$ cat config.mk
export PLATFORM = sky130hd
export DESIGN_NAME = row_decompressor_flat
export DESIGN_NICKNAME = d
export VERILOG_FILES = /design/src/rtl/row_decompressor_pkg.sv /design/src/rtl/row_decompressor_if.sv /design/src/rtl/row_decompressor_tod.sv /design/src/rtl/row_decompressor.sv /design/src/flat_wrapper.sv
export SDC_FILE = /design/constraint.sdc
export NUM_CORES = 1
export LEC_CHECK = 0
export BUFFER_PORTS_ARGS = -buffer_cell sky130_fd_sc_hd__buf_2
export CAP_MARGIN = 5
export CORE_MARGIN = 5
export CORE_UTILIZATION = 30
export CTS_CLUSTER_DIAMETER = 50
export DETAILED_ROUTE_END_ITERATION = 7
export PLACE_DENSITY = 0.62
export SLEW_MARGIN = 20
export SYNTH_ARGS = -nofsm -noshare
export SYNTH_HDL_FRONTEND = slang
export SYNTH_HIERARCHICAL = 1
export SYNTH_SLANG_ARGS = --single-unit
$ cat constraint.sdc
create_clock -name clk -period 4.3 [get_ports clk]
set_input_delay 1.075 -clock clk [delete_from_list [all_inputs] [get_ports clk]]
set_output_delay 1.075 -clock clk [all_outputs]
set_load 0.01 [all_outputs]
$ cat src/rtl/row_decompressor_pkg.sv
// Shared types and default geometry for the compressed-row path.
// The compressor and the decompressor both take their row geometry from here.
package row_decompressor_pkg;

   localparam int WORD_WIDTH_DEF   = 8;
   localparam int MAX_R_SIZE_DEF   = 4;
   localparam int R_DIST_WIDTH_DEF = 2;

   typedef enum logic [1:0] {
      ST_IDLE    = 2'd0,
      ST_COLLECT = 2'd1,
      ST_EMIT    = 2'd2
   } state_e;

endpackage

$ cat src/rtl/row_decompressor_if.sv
// Mask, word and row handshake bundle between the compressed word buffer and the PE row input.
// slave is the decompressor's view; master is the view of the producer and consumer around it.
interface row_decompressor_if
   import row_decompressor_pkg::*;
#(
   parameter int WORD_WIDTH = WORD_WIDTH_DEF,
   parameter int MAX_R_SIZE = MAX_R_SIZE_DEF
) ();

   logic                             mask_valid;
   logic                             mask_ready;
   logic [MAX_R_SIZE-1:0]            mask_in;
   logic                             word_valid;
   logic                             word_ready;
   logic [WORD_WIDTH-1:0]            word_in;
   logic                             row_valid;
   logic                             row_ready;
   logic [WORD_WIDTH*MAX_R_SIZE-1:0] row_out;
   logic [MAX_R_SIZE-1:0]            row_mask_out;
   logic                             zero_word_err;

   modport slave (
      input  mask_valid, mask_in, word_valid, word_in, row_ready,
      output mask_ready, word_ready, row_valid, row_out, row_mask_out, zero_word_err
   );

   modport master (
      output mask_valid, mask_in, word_valid, word_in, row_ready,
      input  mask_ready, word_ready, row_valid, row_out, row_mask_out, zero_word_err
   );

endinterface

$ cat src/rtl/row_decompressor_tod.sv
// Combinational priority encoder: index and one-hot of the lowest set bit of pending_i.
// An empty pending_i yields slot 0 and an all-zero clear vector.
module trailing_one_detector #(
   parameter int MAX_R_SIZE   = 4,
   parameter int R_DIST_WIDTH = 2
) (
   input  logic [MAX_R_SIZE-1:0]   pending_i,
   output logic [R_DIST_WIDTH-1:0] slot_o,
   output logic [MAX_R_SIZE-1:0]   clear_o
);

   // Scan from the top so the lowest set bit is the last assignment to win.
   always_comb begin
      slot_o = '0;
      for (int i = MAX_R_SIZE - 1; i >= 0; i--) begin
         if (pending_i[i]) begin
            slot_o = R_DIST_WIDTH'(i);
         end
      end
   end

   assign clear_o = pending_i & (~pending_i + MAX_R_SIZE'(1));

endmodule

$ cat src/rtl/row_decompressor.sv
// Rebuilds a full row from a nonzero mask plus a stream of nonzero words; row_valid k+1 cycles after a k-bit mask.
// Ready/valid outputs decode from state only; one idle bubble between a row handshake and the next mask.
module row_decompressor
   import row_decompressor_pkg::*;
#(
   parameter int WORD_WIDTH   = WORD_WIDTH_DEF,
   parameter int MAX_R_SIZE   = MAX_R_SIZE_DEF,
   parameter int R_DIST_WIDTH = R_DIST_WIDTH_DEF
) (
   input  logic            clk,
   input  logic            reset,
   row_decompressor_if.slave io
);

   localparam int ROW_W = WORD_WIDTH * MAX_R_SIZE;

   state_e                  state_q, state_d;
   logic [ROW_W-1:0]        row_q, row_d;
   logic [MAX_R_SIZE-1:0]   mask_q, mask_d;
   logic [MAX_R_SIZE-1:0]   pend_q, pend_d;
   logic                    err_q, err_d;
   logic [R_DIST_WIDTH-1:0] slot;
   logic [MAX_R_SIZE-1:0]   clear;
   logic [MAX_R_SIZE-1:0]   pend_left;

   trailing_one_detector #(
      .MAX_R_SIZE  (MAX_R_SIZE),
      .R_DIST_WIDTH(R_DIST_WIDTH)
   ) u_tod (
      .pending_i(pend_q),
      .slot_o   (slot),
      .clear_o  (clear)
   );

   assign pend_left = pend_q & ~clear;

   always_ff @(posedge clk) begin
      if (reset) begin
         state_q <= ST_IDLE;
         row_q   <= '0;
         mask_q  <= '0;
         pend_q  <= '0;
         err_q   <= 1'b0;
      end else begin
         state_q <= state_d;
         row_q   <= row_d;
         mask_q  <= mask_d;
         pend_q  <= pend_d;
         err_q   <= err_d;
      end
   end

   always_comb begin
      state_d = state_q;
      row_d   = row_q;
      mask_d  = mask_q;
      pend_d  = pend_q;
      err_d   = 1'b0;
      case (state_q)
         ST_IDLE: begin
            if (io.mask_valid) begin
               mask_d  = io.mask_in;
               pend_d  = io.mask_in;
               row_d   = '0;
               state_d = (io.mask_in != '0) ? ST_COLLECT : ST_EMIT;
            end
         end
         ST_COLLECT: begin
            if (io.word_valid) begin
               // Zero words are still stored; the flag only reports the upstream inconsistency.
               row_d[int'(slot)*WORD_WIDTH +: WORD_WIDTH] = io.word_in;
               pend_d = pend_left;
               err_d  = (io.word_in == '0);
               if (pend_left == '0) begin
                  state_d = ST_EMIT;
               end
            end
         end
         ST_EMIT: begin
            if (io.row_ready) begin
               state_d = ST_IDLE;
            end
         end
         default: state_d = ST_IDLE;
      endcase
   end

   assign io.mask_ready    = (state_q == ST_IDLE);
   assign io.word_ready    = (state_q == ST_COLLECT);
   assign io.row_valid     = (state_q == ST_EMIT);
   assign io.row_out       = row_q;
   assign io.row_mask_out  = mask_q;
   assign io.zero_word_err = err_q;

endmodule

$ cat src/flat_wrapper.sv
// flat-port wrapper written by rule: the top's interface ports become plain ports
module row_decompressor_flat import row_decompressor_pkg::*;
#(
   parameter int WORD_WIDTH   = WORD_WIDTH_DEF,
   parameter int MAX_R_SIZE   = MAX_R_SIZE_DEF,
   parameter int R_DIST_WIDTH = R_DIST_WIDTH_DEF
)
  (clk, reset, io_mask_valid, io_mask_in, io_word_valid, io_word_in, io_row_ready, io_mask_ready, io_word_ready, io_row_valid, io_row_out, io_row_mask_out, io_zero_word_err);
  row_decompressor_if #(.WORD_WIDTH(WORD_WIDTH), .MAX_R_SIZE(MAX_R_SIZE)) io_i ();
  input  logic clk;
  input  logic reset;
  input wire logic [$bits(io_i.mask_valid)-1:0] io_mask_valid;
  input wire logic [$bits(io_i.mask_in)-1:0] io_mask_in;
  input wire logic [$bits(io_i.word_valid)-1:0] io_word_valid;
  input wire logic [$bits(io_i.word_in)-1:0] io_word_in;
  input wire logic [$bits(io_i.row_ready)-1:0] io_row_ready;
  output wire logic [$bits(io_i.mask_ready)-1:0] io_mask_ready;
  output wire logic [$bits(io_i.word_ready)-1:0] io_word_ready;
  output wire logic [$bits(io_i.row_valid)-1:0] io_row_valid;
  output wire logic [$bits(io_i.row_out)-1:0] io_row_out;
  output wire logic [$bits(io_i.row_mask_out)-1:0] io_row_mask_out;
  output wire logic [$bits(io_i.zero_word_err)-1:0] io_zero_word_err;
  assign io_i.mask_valid = io_mask_valid;
  assign io_i.mask_in = io_mask_in;
  assign io_i.word_valid = io_word_valid;
  assign io_i.word_in = io_word_in;
  assign io_i.row_ready = io_row_ready;
  assign io_mask_ready = io_i.mask_ready;
  assign io_word_ready = io_i.word_ready;
  assign io_row_valid = io_i.row_valid;
  assign io_row_out = io_i.row_out;
  assign io_row_mask_out = io_i.row_mask_out;
  assign io_zero_word_err = io_i.zero_word_err;
  row_decompressor #(.WORD_WIDTH(WORD_WIDTH), .MAX_R_SIZE(MAX_R_SIZE), .R_DIST_WIDTH(R_DIST_WIDTH)) u_core (.clk(clk), .reset(reset), .io(io_i));
endmodule
# Word level (Yosys, flattened, before mapping)
# Index checks and enable logic that the tools add are counted.
[classes]
add_sub_neg = 2
n_eq_ne = 6
shifts = 2
mux = 17
n_bitwise = 6
reduce_logical = 9
[ops]
columns = ["operator", "n"]
rows = [
  ["$mux W32", 2],
  ["$pmux W32 S2", 1],
  ["$neg A5 Y33", 1],
  ["$shift A8 B33 Y32 const A", 1],
  ["$shiftx A8 B33 Y32", 1],
  ["$bwmux W32", 1],
  ["$mux W2", 9],
  ["$and A4 B4 Y4", 2],
  ["$logic_not A8 Y1", 1],
  ["$mux W4", 2],
  ["$not A4 Y4", 2],
  ["$pmux W4 S2", 1],
  ["$ne A2 B2 Y1 const B", 3],
  ["$pmux W2 S3", 1],
  ["$add A4 B1 Y4 const B", 1],
  ["$logic_not A4 Y1", 1],
  ["$reduce_and A4 Y1", 1],
  ["$reduce_bool A4 Y1", 1],
  ["$reduce_and A3 Y1", 1],
  ["$reduce_or A3 Y1", 1],
  ["$eq A2 B1 Y1 const B", 1],
  ["$eq A2 B2 Y1 const B", 1],
  ["$logic_not A2 Y1", 1],
  ["$ne A2 B1 Y1 const B", 1],
  ["3 further kinds", 4],
]
[totals]
register_bits = 43
input_bits = 17
word_cells = 47

# Logic depth before layout (Yosys ltp)
[logic_depth]
ltp_word = 9
mapped_depth = 9

# Cells and area by module
# Netlist, hierarchy kept.
[modules_own_cells]
columns = ["mod", "instances", "cells_each", "area_each_um2"]
rows = [
  ["row_decompressor", 1, 185, 1851.8],
  ["trailing_one_detector", 1, 9, 68.8],
]

# Worst setup path after synthesis
# No wires, ideal clock.
[synth_path]
path_kind = "input-to-reg"
start = "in reset"
end = "reg u_core.row_q[10], in the netlist u_core/io.row_out[10]"
setup_time_ns = 0.059
t_arrival_ns = 2.119
required_ns = 4.241
path_slack_ns = 2.122
path_stages = 4
path_cell_list = "clkbuf_1 or3_4 nor3_4 a31o_1"
[synth_lines]
columns = ["element", "line_no", "text"]
rows = [
  ["start: declaration", "flat_wrapper.sv:11", "input logic reset;"],
  ["end signal: assignment", "row_decompressor.sv:46", "row_q <= row_d;"],
  ["end: declaration", "row_decompressor.sv:18", "logic [ROW_W-1:0] row_q, row_d;"],
]

# Final worst setup path
[layout_path]
start = "reg u_core.state_q[1]"
end = "out io_word_ready"
[layout_between]
elab_chain_len = 1
[layout_lines]
columns = ["element", "line_no", "text"]
rows = [
  ["start: declaration", "row_decompressor.sv:17", "state_e state_q, state_d;"],
  ["start signal: assignment", "row_decompressor.sv:45", "state_q <= state_d;"],
  ["$eq A2 B1 Y1", "row_decompressor.sv:89", "assign io.word_ready = (state_q == ST_COLLECT);"],
  ["end: declaration", "flat_wrapper.sv:18", "output wire logic [$bits(io_i.word_ready)-1:0] io_word_ready;"],
]
# No other way between the ends.

==> results.md <==
- Status: completed
- First-pass GRT wire length: ~8400 µm
- CTS sink count: 43
- Area share of the largest cell type after synthesis: between 40% and 50%
- Max cap viols: 0
- Most frequent cells in the layout: 56 x buf_2, 43 x dfxtp_1, 24 x nor3b_1, 24 x a31o_1
- Mapped Cells: just under 200
- CP startpoint kind: register
- P_int: roughly 620 µW
- Setup crit end kind: primary output
- Fin crit share: 58.9%
- Fin area: ~0.0024 mm²
- TritonRoute pass-1 iters: 4
- Drt initial violations: 88
- FF+latch count, synth: 43
- Post-CTS sizing: 0
- Initial antenna violation count: 0
- Fill cell count: roughly 650
- Die Y: around 90 µm
- Clk slew on worst S/H paths: roughly 0.08 ns
- Vias in the first global route: 1,627
- VDD IR max: around 0.00015 V
- Setup TNS Final: 0 ns
- Leakage: roughly 0.0010 µW
- H-tree depth: 2
- Buffer count from post-CTS setup fixing: 0
- Detail Route Antenna Nets: 0
- Slowest-stage cell, CP: dfxtp_1
- Synth-to-Final Area Change: 22.4%
- Die W: approximately 90 µm
- Area of the mapped netlist: slightly below 0.002 mm²
- Clock Path Buffers: 2
- CP delay by family, top: flip-flops
- Required @ worst endpoint: about 3.2 ns
- Worst setup path startpoint: u_core/state_q[1]
- Hold Path Class: reg2reg
- GRT overflow: 0
- Ports: 57
- Wire length per cell: around 15 µm
- CP Buf/Inv Count: 2
- Die Area: around 0.0081 mm²
- TritonCTS clock tree: built
- Netlist cell types: 32
- Slowest stage delay, CP: between 0.7 and 0.8 ns
- Post-DP HPWL: 3570 µm
- DP Area: 0.00224 mm²
- Hold Fails Final Rpt: 0
- Vias: approximately 1.7k
- Post-layout net count: roughly 270
- Core ar.: around 0.0063 mm²
- Final Non-Filler Cells: approximately 320
- CP arrival: about 1.5 ns
- PortBufs: 56
- Pin count of the biggest net entering global routing: 38
- Seq/Total Area, Yosys: about 45%
- RSZ-0062 raised after global routing: false
- Part of the power in combinational logic: around 13%
- Drt via density: around 5.2
- CTS buffer count: 5
- Final critical-path required period: approximately 2.5 ns
- Root Driver: clkbuf_8
- Avg Cell Area, Syn: a little under 10 µm²
- FF-to-FF Start: u_core/pend_q[1]
- RePlAce Congestion: 0.793
- Setup Viol. Count Final: 0
- Max Freq: about 390 MHz
- Clock skew: about 0.0042 ns
- Total Wirelength: 4970 µm
- Setup CP Type: reg2out
- Total GRT Usage: roughly an eighth
- Crit Path Max Fanout: 17
- R2R Path End: u_core/io.row_out[19]
- Cell taking the most area after synthesis: dfxtp_1
- Reg2Reg Depth: 7
- Switching pwr: about 230 µW
- Critical path endpoint: io_word_ready
- CP Depth: 3
- Largest cells by area after synthesis: dfxtp_1 45%, a31o_1 11%, nor3b_1 9.4%
- Crit-path cells: nand2b_4, inv_1, buf_2
- Commonest non-fill, non-tap cell in the layout: buf_2
- Worst reg2reg setup slack: ~1.9 ns
- Ant. Diodes: 0
- Actual slew at the worst max-slew pin: around 0.69 ns
- Total nets after synthesis: around 220
- Initial Utilization: roughly 31%
- Share of cells above drive strength 1: between 30% and 40%
- Worst-Skew Late Latency: approximately 0.30 ns
- Hold Buf Count CTS: 0
- Site Rows: 29
- Clock network power share: 37.6%
- Final Max Tran Viols: 0
- Dpl cells: roughly 310
- PwrDens: roughly 360 mW/mm²
- Switching fraction of total power: between 20 and 30%
- Ys Warns: 6
- Post-route DRC: 0
- Flop pwr share: 49.5%
- Worst slew margin: a little over half
cells in the mapped netlist:
library cell / count
ha_1: 5
a21oi_2: 4
o21ai_0: 10
nor2b_1: 2
nor2_1: 7
dfxtp_1: 43
buf_4: 1
a31o_1: 24
nand3_1: 4
clkbuf_1: 7
o221ai_1: 1
nand2b_1: 2
nand2_1: 7
a31oi_1: 4
nor3_1: 1
nor4_1: 3
or3_4: 1
nor3b_1: 24
a22oi_1: 1
a22o_1: 8
nor3_4: 3
inv_1: 7
and4_1: 2
or3_1: 1
nor3b_2: 1
nor3_2: 1
a21oi_1: 10
inv_2: 1
a211oi_1: 1
buf_2: 5
or3b_2: 1
nand2b_4: 2
power by group through the flow:
stage	clock network [µW]	registers, µW	logic [µW]
6_report	319	420	110
5_1_grt	344	423	125
4_1_cts	331	420	110
3_5_place_dp	0	430	110
3_3_place_gp	0	429	108
2_1_floorplan	0	427	76.6
worst reg2reg max path, stage by stage, from the launching register on:
cell and delay [ns]:
dfxtp_1 0.46, inv_2 0.07, a21oi_2 0.32, inv_1 0.21, ha_1 0.24, or3_4 0.43, nor3_4 0.36, a31o_1 0.20
metal layers:
layer | track usage, % | share of wire [%] | wire, µm
met5 | 0 | 0 | 0
met4 | 5.58 | 1.7 | 87
met3 | 3.51 | 6.9 | 341
met2 | 18.2 | 43 | 2110
met1 | 17.7 | 49 | 2430
how the worst min path moves through the flow:
stage	startpoint	end	slack [ns]	cells past startpoint
after floorplan	u_core/pend_q[2]	u_core/pend_q[2]	0.49	2
after global placement	u_core/io.row_out[5]	u_core/io.row_out[5]	0.45	1
after detailed placement	u_core/io.row_out[4]	u_core/io.row_out[4]	0.45	1
after CTS	u_core/io.row_out[4]	u_core/io.row_out[4]	0.48	1
after global routing	u_core/io.row_mask_out[1]	u_core/io.row_mask_out[1]	0.50	2
final	u_core/io.row_out[4]	u_core/io.row_out[4]	0.47	1
cell families after synthesis:
group	Yosys count	synth area share, %
buf+inv	21	4.63
simple gates	62	23.1
compound gates	63	24.2
fa+ha+maj	5	3.26
flops	43	44.8
sequential cells by signal, summed over array words and instances, names as in the netlist:
| name | cells |
|---|---|
| u_core/io.row_mask_out | 4 |
| u_core/io.row_out | 32 |
| u_core/io.zero_word_err | 1 |
| u_core/state_q | 2 |
| u_core/pend_q | 4 |
per-stage QoR:
step	utilization [%]	hold WS [ns]	power, µW	setup WS (ns)
final	37.5	0.473	849	1.77
after global routing	37.5	0.498	892	1.65
after CTS	37.5	0.479	861	1.77
after detailed placement	35.7	0.454	540	1.76
after global placement	35.7	0.453	537	1.77
after floorplan	-	0.488	503	2.12
cell type report:
cell class                      count  area (µm²)  share of cell area [%]
Sequential cell                    43         861                    36.6
Inverter                            8        30.0                    1.28
Clock buffer                        5        68.8                    2.93
Multi-Input combinational cell    130         971                    41.3
Tap cell                           77        96.3                    4.10
Timing Repair Buffer               56         280                    11.9
Clock inverter                      3        43.8                    1.86
No activity file was read; power rests on OpenSTA's default activity.
